## src/rtl/cpu_ctrl_pkg.sv

```systemverilog
// cpu_ctrl_pkg: opcode, state, op-class, dsrc, alu_op and MOV register-select encodings for cpu_ctrl
package cpu_ctrl_pkg;
  localparam logic [3:0] OP_NOP = 4'h0;
  localparam logic [3:0] OP_LDA = 4'h1;
  localparam logic [3:0] OP_STA = 4'h2;
  localparam logic [3:0] OP_MOV = 4'h3;
  localparam logic [3:0] OP_ALU = 4'h4;
  localparam logic [3:0] OP_LIM = 4'h5;
  localparam logic [3:0] OP_JMP = 4'h6;
  localparam logic [3:0] OP_JZ  = 4'h7;
  localparam logic [3:0] OP_HLT = 4'hF;
  typedef enum logic [1:0] {S_FETCH = 2'd0, S_EXEC = 2'd1, S_MEM = 2'd2, S_HALT = 2'd3} state_t;
  typedef enum logic [3:0] {C_NOP, C_LDA, C_STA, C_MOV, C_ALU, C_LIM, C_JMP, C_JZ, C_HLT} op_class_t;
  localparam logic [2:0] DSRC_MEM = 3'd0;
  localparam logic [2:0] DSRC_ALU = 3'd1;
  localparam logic [2:0] DSRC_A   = 3'd2;
  localparam logic [2:0] DSRC_B   = 3'd3;
  localparam logic [2:0] DSRC_M   = 3'd4;
  localparam logic [2:0] DSRC_P   = 3'd5;
  localparam logic [2:0] ALU_ADD = 3'd0;
  localparam logic [2:0] ALU_SUB = 3'd1;
  localparam logic [2:0] ALU_AND = 3'd2;
  localparam logic [2:0] ALU_OR  = 3'd3;
  localparam logic [2:0] ALU_XOR = 3'd4;
  localparam logic [2:0] ALU_NOT = 3'd5;
  localparam logic [2:0] ALU_SHL = 3'd6;
  localparam logic [2:0] ALU_SHR = 3'd7;
  localparam logic [1:0] REG_A = 2'd0;
  localparam logic [1:0] REG_B = 2'd1;
  localparam logic [1:0] REG_M = 2'd2;
  localparam logic [1:0] REG_P = 2'd3;
endpackage

```

## src/rtl/cpu_decode.sv

```systemverilog
// cpu_decode: combinational instruction decode (op class, MOV dst/src, ALU op, illegal opcode)
module cpu_decode
  import cpu_ctrl_pkg::*;
(
  input  logic [7:0] ir,
  output op_class_t  cls,
  output logic [1:0] dst,
  output logic [1:0] src,
  output logic [2:0] alu_op,
  output logic       illegal
);
  always_comb begin
    case (ir[7:4])
      OP_LDA:  cls = C_LDA;
      OP_STA:  cls = C_STA;
      OP_MOV:  cls = C_MOV;
      OP_ALU:  cls = C_ALU;
      OP_LIM:  cls = C_LIM;
      OP_JMP:  cls = C_JMP;
      OP_JZ:   cls = C_JZ;
      OP_HLT:  cls = C_HLT;
      default: cls = C_NOP;
    endcase
  end
  assign dst     = ir[3:2];
  assign src     = ir[1:0];
  assign alu_op  = ir[2:0];
  assign illegal = ir[7] && (ir[7:4] != OP_HLT);
endmodule

```

## src/rtl/cpu_ctrl.sv

```systemverilog
// cpu_ctrl: tinycpu fetch/exec/mem sequencer and register-file strobes; CPU_CTRL_TRAP_EN halts on 0x8-0xE
module cpu_ctrl
  import cpu_ctrl_pkg::*;
(
  input  logic       clk,
  input  logic       rst,
  output logic       mem_req,
  output logic       mem_we,
  output logic       mem_addr_sel,
  input  logic       mem_ack,
  input  logic [7:0] mem_rdata,
  input  logic       a_zero,
  output logic       rA_we,
  output logic       rB_we,
  output logic       rM_we,
  output logic       rP_inc,
  output logic       rP_load,
  output logic [2:0] dsrc,
  output logic [2:0] alu_op,
  output logic [7:0] ir_out,
  output logic       halted,
  output logic       illegal
);
`ifdef CPU_CTRL_TRAP_EN
  localparam bit TRAP = 1'b1;
`else
  localparam bit TRAP = 1'b0;
`endif
  state_t     state_q, state_d;
  logic [7:0] ir_q, ir_d;
  logic       ill_q, ill_d;
  op_class_t  cls;
  logic [1:0] dst, src;
  logic [2:0] dec_alu;
  logic       dec_ill;
  logic       req_c, we_c, sel_c, a_we_c, b_we_c, m_we_c, p_inc_c, p_load_c;
  cpu_decode u_dec (
    .ir      (ir_q),
    .cls     (cls),
    .dst     (dst),
    .src     (src),
    .alu_op  (dec_alu),
    .illegal (dec_ill)
  );
  always_comb begin
    state_d  = state_q;
    ir_d     = ir_q;
    ill_d    = ill_q;
    req_c    = 1'b0;
    we_c     = 1'b0;
    sel_c    = 1'b0;
    a_we_c   = 1'b0;
    b_we_c   = 1'b0;
    m_we_c   = 1'b0;
    p_inc_c  = 1'b0;
    p_load_c = 1'b0;
    dsrc     = DSRC_MEM;
    alu_op   = ALU_ADD;
    case (state_q)
      S_FETCH: begin
        req_c = 1'b1;
        if (mem_ack) begin
          ir_d    = mem_rdata;
          p_inc_c = 1'b1;
          state_d = S_EXEC;
        end
      end
      S_EXEC: begin
        state_d = S_FETCH;
        case (cls)
          C_LDA, C_STA, C_LIM: state_d = S_MEM;
          C_MOV: begin
            a_we_c = dst == REG_A;
            b_we_c = dst == REG_B;
            m_we_c = dst == REG_M;
            dsrc   = (dst == REG_P) ? DSRC_MEM : DSRC_A + {1'b0, src};
          end
          C_ALU: begin
            a_we_c = 1'b1;
            dsrc   = DSRC_ALU;
            alu_op = dec_alu;
          end
          C_JMP:   p_load_c = 1'b1;
          C_JZ:    p_load_c = a_zero;
          C_HLT:   state_d = S_HALT;
          default: begin
            if (TRAP && dec_ill) begin
              state_d = S_HALT;
              ill_d   = 1'b1;
            end
          end
        endcase
      end
      S_MEM: begin
        req_c = 1'b1;
        sel_c = cls != C_LIM;
        we_c  = cls == C_STA;
        if (mem_ack) begin
          state_d = S_FETCH;
          a_we_c  = cls == C_LDA;
          m_we_c  = cls == C_LIM;
          p_inc_c = cls == C_LIM;
        end
      end
      default: ;
    endcase
  end
  always_ff @(posedge clk or negedge rst) begin
    if (!rst) begin
      state_q <= S_FETCH;
      ir_q    <= 8'h00;
      ill_q   <= 1'b0;
    end else begin
      state_q <= state_d;
      ir_q    <= ir_d;
      ill_q   <= ill_d;
    end
  end
  assign mem_req      = rst & req_c;
  assign mem_we       = rst & we_c;
  assign mem_addr_sel = sel_c;
  assign rA_we        = rst & a_we_c;
  assign rB_we        = rst & b_we_c;
  assign rM_we        = rst & m_we_c;
  assign rP_inc       = rst & p_inc_c;
  assign rP_load      = rst & p_load_c;
  assign ir_out       = ir_q;
  assign halted       = state_q == S_HALT;
  assign illegal      = ill_q;
endmodule

```

## config.mk

```make
export PLATFORM = sky130hd
export DESIGN_NAME = cpu_ctrl
export DESIGN_NICKNAME = d
export VERILOG_FILES = /design/src/rtl/cpu_ctrl_pkg.sv /design/src/rtl/cpu_decode.sv /design/src/rtl/cpu_ctrl.sv
export SDC_FILE = /design/constraint.sdc
export NUM_CORES = 1
export LEC_CHECK = 0
export ABC_AREA = 1
export CELL_PAD_IN_SITES_DETAIL_PLACEMENT = 1
export CELL_PAD_IN_SITES_GLOBAL_PLACEMENT = 2
export CORE_ASPECT_RATIO = 1.25
export CORE_MARGIN = 2
export CORE_UTILIZATION = 18
export CTS_CLUSTER_SIZE = 8
export DETAILED_ROUTE_END_ITERATION = 8
export PLACE_DENSITY_LB_ADDON = 0.1
export SLEW_MARGIN = 30
export SYNTH_ARGS = -nofsm -noshare
export SYNTH_HDL_FRONTEND = slang
export SYNTH_SLANG_ARGS = --single-unit
```

## constraint.sdc

```tcl
create_clock -name clk -period 1.41 [get_ports clk]
set_clock_uncertainty 0.15 [all_clocks]
set_input_delay 0.2115 -clock clk [delete_from_list [all_inputs] [get_ports clk]]
set_output_delay 0.2115 -clock clk [all_outputs]
set_load 0.01 [all_outputs]
```

# Yosys cells after proc, flatten, opt, wreduce, memory -nomap -nowiden
# Memory sizes are Yosys's and may differ from the RTL's.
# Index checks and enable logic that the tools add are counted.
# classes
n_eq_ne,17
n_reduce_logical,7
muxes,24
bitwise,7
n_addsub,1
# op_table
cell,count
"4-bit by 3-bit equality test with 1-bit output, second input constant",4
3-bit 2-to-1 mux,4
1-bit 2-to-1 mux,10
1-bit case mux with 2 select lines,5
"2-bit equality test, second input constant",4
"4-bit by 2-bit equality test with 1-bit output, second input constant",2
1-bit bitwise AND,7
2-bit case mux with 3 select lines,1
3-bit case mux with 2 select lines,1
"2-bit by 1-bit equality test with 1-bit output, second input constant",2
"4-bit by 1-bit equality test with 1-bit output, second input constant",1
"4-bit equality test, second input constant",1
2-bit zero test,2
2-bit 2-to-1 mux,2
"2-bit != test, second input constant",2
"4-bit by 3-bit != test with 1-bit output, second input constant",1
2-bit case mux with 2 select lines,1
"2-bit by 2-bit adder with 3-bit output, first input constant",1
3-bit AND reduction,1
3-bit nonzero test,1
3-bit OR reduction,1
2-bit AND reduction,1
2-bit OR reduction,1
# word_totals
memories,1
romBits,64
reg_bits,10
# mem_list
name,words,word_bits,read_ports,rd_ports_with_merged_regs,wr,line,source
(name not given),16,4,1,0,0,cpu_decode.sv:13,case (ir[7:4])

# Depth between registers and ports, before layout
# Gate-level depths: netlist of run 1.
# An unclocked memory read counts as a cell.
# depth
depth_word,5
depth_mapped,8
ltp_nobuf,8

# Hierarchy
# Synthesis of run 1 repeated with hierarchy kept, for this count alone.
# unflattened
cells_unflattened,115
hier_area_um2,817.0
# modules_own_cells
mod,instances,cells_per_inst,area_per_inst_um2
cpu_ctrl,1,97,719.4
cpu_decode,1,18,97.6

# Least setup slack after synthesis of run 1
# No wires, ideal clock.
# synth_timing
kind,register to output
from,register state_q[1]
to,output port dsrc[1]
path_stages_with_launch,5
slack_ps,-126
t_arrival_ps,1174
path_cell_list,dfrtp_1 inv_1 ha_1 o21ai_0 nor3_1
# synth_via
elab_chain_cells,2
# synth_rtl
element,line,source
"start, declared",cpu_ctrl.sv:29,"state_t state_q, state_d;"
"start signal, assigned",cpu_ctrl.sv:114,state_q <= state_d;
2-bit by 1-bit equality test with 1-bit output,cpu_ctrl.sv:59,case (state_q)
3-bit 2-to-1 mux,cpu_ctrl.sv:59,
"end, declared",cpu_ctrl.sv:18,"output logic [2:0] dsrc,"
# No other way between the ends.

# Worst setup path in the final report of run 1
# layout_timing
from,register state_q[1]
to,output port rP_load
# layout_via
elab_chain_cells,3
# layout_rtl
element,line,source
2-bit by 1-bit equality test with 1-bit output,cpu_ctrl.sv:59,
1-bit 2-to-1 mux,cpu_ctrl.sv:59,
1-bit bitwise AND,cpu_ctrl.sv:126,assign rP_load = rst & p_load_c;
"end, declared",cpu_ctrl.sv:17,"output logic rP_load,"
# No other way between the ends.

==> results of run 1 <==
-- what timing repair did --
action                                  in CTS  in global routing
pin swaps                                    9                 10
endpoints found under the setup margin      31                 30
setup buffers                               15                 12
cloned                                       0                  1
resized for setup                           99                 58
-- per-layer routing --
layer | up-vias | GRT usage | wire length, µm | share of wire
met4 | 0 | 0.0290 | 13 | 0.0040
met2 | 17 | 0.247 | 1870 | 0.58
li1 | 491 | - | - | -
met1 | 474 | 0.158 | 1250 | 0.39
met3 | 2 | 0.0221 | 78 | 0.024
met5 | - | 0 | 0 | 0
-- metrics by stage --
step	hold WS [ps]	total power, µW	util	cells	TNS [ps]
3_5_place_dp	415	348	0.354	217	-8850
3_3_place_gp	408	347	0.354	217	-8310
2_1_floorplan	-234	298	-	105	-32.0
6_report	162	716	0.464	242	-4870
4_1_cts	159	722	0.398	235	-5170
5_1_grt	178	755	0.464	242	-6570
-- area by class of cell --
| type | count | area share |
|---|---|---|
| well taps | 54 | 0.0378 |
| clock buffers | 4 | 0.0308 |
| repair buffers | 81 | 0.389 |
| inverters | 17 | 0.0357 |
| flip-flops and latches | 10 | 0.141 |
| multi-input cells | 76 | 0.365 |
-- sequential cells by signal (all words and copies together), names as in the netlist --
signal	cells
ir_out	8
state_q	2
-- worst register-to-register path, delay by kind of cell (launching register included) --
family / cells / cell delay, ps
compound gates: 2 / 190
buf+inv: 4 / 490
flops: 1 / 400
simple gates: 3 / 190
-- cells in the final DEF, fill, tap and decap left out, drive strengths merged --
cell / netlist / routed
dfrtp: 10 / 10
clkdlybuf4s50: 0 / 11
buf: 2 / 64
clkdlybuf4s15: 0 / 1
conb: 1 / 1
nor2: 24 / 24
a21oi: 11 / 11
dlygate4sd2: 0 / 2
inv: 17 / 17
nand4: 1 / 1
o211ai: 1 / 1
nor3: 5 / 5
o21ai: 3 / 3
nand3: 6 / 6
nand2: 20 / 20
clkbuf: 0 / 7
ha: 4 / 4
-- cell families after synthesis --
| kind of cell | after synthesis |
|---|---|
| DFF | 10 |
| AOI/OAI and AO/OA | 15 |
| and+or+nand+nor | 56 |
| adders and majority gates | 4 |
| other | 1 |
| buffers and inverters | 19 |
-- power breakdown --
group / total, µW / leakage, µW / switching (µW) / internal, µW
sequential: 287 / 0.0000868 / 0 / 287
combinational: 62.1 / 0.000701 / 25.4 / 36.7
clock: 367 / 0.0000288 / 121 / 246
total: 716 / 0.000817 / 146 / 570
-- path summary, 6_finish.rpt --
path / endpoint / slack, ps / cells past startpoint
min in group clk: ir_out[5] / 400 / 3
worst max-delay path: rP_load / -390 / 6
max in group asynchronous: state_q[0] / 710 / 3
worst min register to register: ir_out[1] / 500 / 2
worst min-delay path: ir_out[0] / 160 / 2
worst max register to register: state_q[0] / -50 / 9
==> metrics, run 1 <==
reg2reg start state_q[1]; PD cells 401 nW/µm²; Synth top cells by count nor2_1 (20), nand2_1 (16), inv_1 (13); Die Span Y 75.3 µm; cell taking the most area after synthesis dfrtp_1; vias in the first global route 1040; final max-slew violation count 0; YS warnings 0; mean post-synth cell area 6.97 µm²; CP startpoint kind register; die area 4600 µm²; ANT cells 0; htree depth 1; Main synth FF type dfrtp_1; clk sinks 10; Initial DRC Count 13; Reg area 253 µm²; share of layout cells above drive strength 1 0.702; port bufs 34; Critical Path Source state_q[1]; top cells by area, synth dfrtp_1 (34%), nor2_1 (10%), nand2_1 (8.2%); CP most frequent cell inv_2; largest net degree at the start of global routing 17; Antenna Violating Nets Remaining 0; DR vias 984; RSZ-0062 raised after global routing true; drc violations 0; wire length per cell 13.3 µm; global-route wire length before repair 4520 µm; nets@finish 205; top-count cell post-synth nor2_1; multi-input logic area 652 µm²; Simple-Gate Fraction of Synth Area 0.364; number of synthesized flops with an enable pin 0; Hold-fix buffers, CTS 0; post-route setup slack -386 ps; Site Rows 25; Synth Area in Compound Gates 0.116; largest family of logic cells by synthesized area simple AND/OR/NAND/NOR gates; worst-path cell chain inv_2 > ha_4 > buf_4 > inv_2 > nor3_2 > buf_2; antenna violations before repair 0; Largest stage delay, worst path 400 ps; slowest CP cell dfrtp_1; drt via density 4.07; GRT Overall Usage 0.133; #FFs+latches synth 10; WP buf/inv 4; Mapped Area 732 µm²; Setup crit end kind output pin; CP Max Fanout 5; period utilization 1.27; syn nets 121; core area 3850 µm²; post-synthesis sequential area ratio 0.342; Crit path max-delay family buffers and inverters; GRT Residual Overflow 0; crit path DAT 1430 ps; Worst Setup Path Type reg2out; Finish-stage setup viols 26; Final GP Congestion 0.768; Root Driver clkbuf_8; die span in x 61.0 µm; Critical Path RT 1050 ps; post-synthesis xor/xnor area fraction 0; Total Wirelength 3210 µm; post-synthesis adder-cell area fraction 0.0684; detailed placer's ending HPWL 2110 µm; Fin. Hold Viols 0; Peak VDD IR 0.500 mV; P&R area growth vs syn 144%; Num CTS Buffers 3; Hold Crit Class in2async; status complete, but fails checks; mux contribution to synthesized area 0; placed instance area 1360 µm²; min Tclk post-route 1800 ps; Mapped Cells 105; Yosys cell types 22; post-synthesis async set-or-reset flop share 1.00; Max Cap Viol 0; Reg clk slew, reported paths 50 ps; clock latency on the worst-skew pair 240 ps; clk buf depth 2; Place WS -624 ps; Static Leak 0.000817 µW; Initial Util 0.190; Yosys top cell area share 0.342; First-pass DRT Iterations 4; failing checks negative setup slack; f_max 0.557 GHz; Final Cell Area 1790 µm²; Top-Level Pins 36; filler instances 487; CTS tree done
Note: power is estimated with default switching activity, not from simulation.
==> run 2: changes to the inputs <==
- CORE_UTILIZATION: 18 -> 27
- DONT_BUFFER_PORTS: not set -> 1
- SLEW_MARGIN: 30 -> 10
==> run 2 against run 1 <==
Effect of this change:
- the flow finishes with violations (negative hold slack, negative setup slack)
- clock power shrank 25%
- hold slack lost 170 ps
- setup slack gained 46 ps
- register-to-register slack gained 90 ps
- wire length shrank 21%
- die area shrank 32%
- fmax grew 2.6%
- global-route usage grew 4.1 points
- clock-buffer cell count is the same
- flip-flop and latch count is the same
- critical endpoint is now rA_we
==> metrics, run 2 (synthesis results as in run 1) <==
final max-slew violation count 0; CP Max Fanout 6; Setup TNS -4190 ps; CTS tree done; WP buf/inv 2; GRT Overall Usage 0.175; r2r worst-path depth 7; Setup crit end kind output pin; Worst Setup Path Type reg2out; DR vias 838; slowest CP cell dfrtp_1; Num CTS Buffers 3; Die Span Y 62.2 µm; Critical Path Source state_q[1]; htree depth 1; Reg area 255 µm²; most frequent cells in the layout buf_4 (21), nor2_1 (15), nand2_1 (11); P&R area growth vs syn 82.6%; min-delay src mem_ack; antenna violations before repair 0; Static Leak 0.000606 µW; Cell Count, Final, Fillers Out 178; Reg2Reg Setup Slack 40 ps; Site Rows 21; min Tclk post-route 1750 ps; Hold Crit Class in2reg; post-route setup slack -340 ps; largest net degree at the start of global routing 18; total power after layout 595 µW; CP startpoint kind register; detailed placer's ending HPWL 1750 µm; Final GP Congestion 0.778; core area 2630 µm²; Initial Util 0.279; Reg clk slew, reported paths 70 ps; worst-path cell chain inv_2 > ha_4 > nand2_2 > nor2_1 > nand2_1 > nand3_2 > nand2_2 > inv_2; drc violations 0; Largest stage delay, worst path 420 ps; GRT Residual Overflow 0; Critical Path RT 1050 ps; dpl cells 155; FF-to-FF End state_q[1]; clock latency on the worst-skew pair 280 ps; clk sinks 10; Fin. Hold Viols 4; reg2reg start state_q[0]; Finish-stage setup viols 15; clk buf depth 2; Initial DRC Count 10; ANT cells 0; Total Wirelength 2530 µm; period utilization 1.24; commonest non-fill, non-tap cell in the layout buf_4; Peak VDD IR 0.306 mV; status complete, but fails checks; multi-input logic area 607 µm²; Hold Path End state_q[1]; First-pass DRT Iterations 3; Max Cap Viol 0; Root Driver clkbuf_4; drt via density 4.71; port bufs 0; failing checks negative hold slack, negative setup slack; crit path DAT 1390 ps; die span in x 50.6 µm; PD cells 446 nW/µm²; Top-Level Pins 36; die area 3150 µm²; nets@finish 161; number of flip-flops in the largest register 8; Min-Delay Path Depth 3; global-route wire length before repair 4260 µm; wire length per cell 14.2 µm; share of layout cells above drive strength 1 0.556; Crit path max-delay family flip-flops; f_max 0.572 GHz; hold_ws -7.31 ps; RSZ-0062 raised after global routing true; vias in the first global route 900; filler instances 309; Antenna Violating Nets Remaining 0
==> run 2: what timing repair did <==
action / in CTS / in global routing
gates resized for setup: 21 / 28
buffers inserted: 5 / 5
endpoints found under the setup margin: 15 / 17
pin swaps: 8 / 12
hold endpoints to repair: 18 / 0
hold buffers: 9 / 0
==> run 2: layer usage <==
metal | vias to the layer above | track usage | wire length [µm]
met3 | 5 | 0.0385 | 110
met1 | 410 | 0.204 | 1020
met5 | - | 0 | 0
met2 | 21 | 0.316 | 1360
li1 | 402 | - | -
met4 | 0 | 0.0439 | 42
==> run 2: worst reg2reg max path, stage by stage (launching register included) <==
cell and delay (ps):
dfrtp_2 430, buf_6 120, buf_6 110, buf_6 120
o21ai_4 150, nor2_1 70, nand2_1 50, nand2_1 60
==> run 2: worst max path at each step <==
| stage | slack [ps] | cells past startpoint | to |
|---|---|---|---|
| after floorplan | -20 | 8 | rA_we |
| after global placement | -90 | 8 | rA_we |
| after detailed placement | -130 | 8 | rA_we |
| after CTS | -320 | 8 | rA_we |
| after global routing | -430 | 8 | rA_we |
| final | -340 | 8 | rA_we |
==> run 2: per-stage QoR <==
stage,utilization,worst slack (ps),instance area [µm²]
after floorplan,-,-16.7,778
after global placement,0.357,-93.9,937
after detailed placement,0.357,-126,937
after CTS,0.452,-323,1190
after global routing,0.509,-431,1340
final,0.509,-340,1340
==> run 2: final cells by class <==
| type | count | area share |
|---|---|---|
| multi-input combinational | 76 | 0.454 |
| timing repair buffer | 37 | 0.244 |
| tap | 34 | 0.0318 |
| clock buffer | 4 | 0.0272 |
| sequential | 10 | 0.191 |
| inverter | 17 | 0.0515 |
==> run 2: power by group <==
group / internal, µW / leakage [µW] / switching [µW]
combinational: 17.5 / 0.000499 / 14.1
clock: 157 / 0.0000210 / 120
sequential: 286 / 0.0000862 / 0
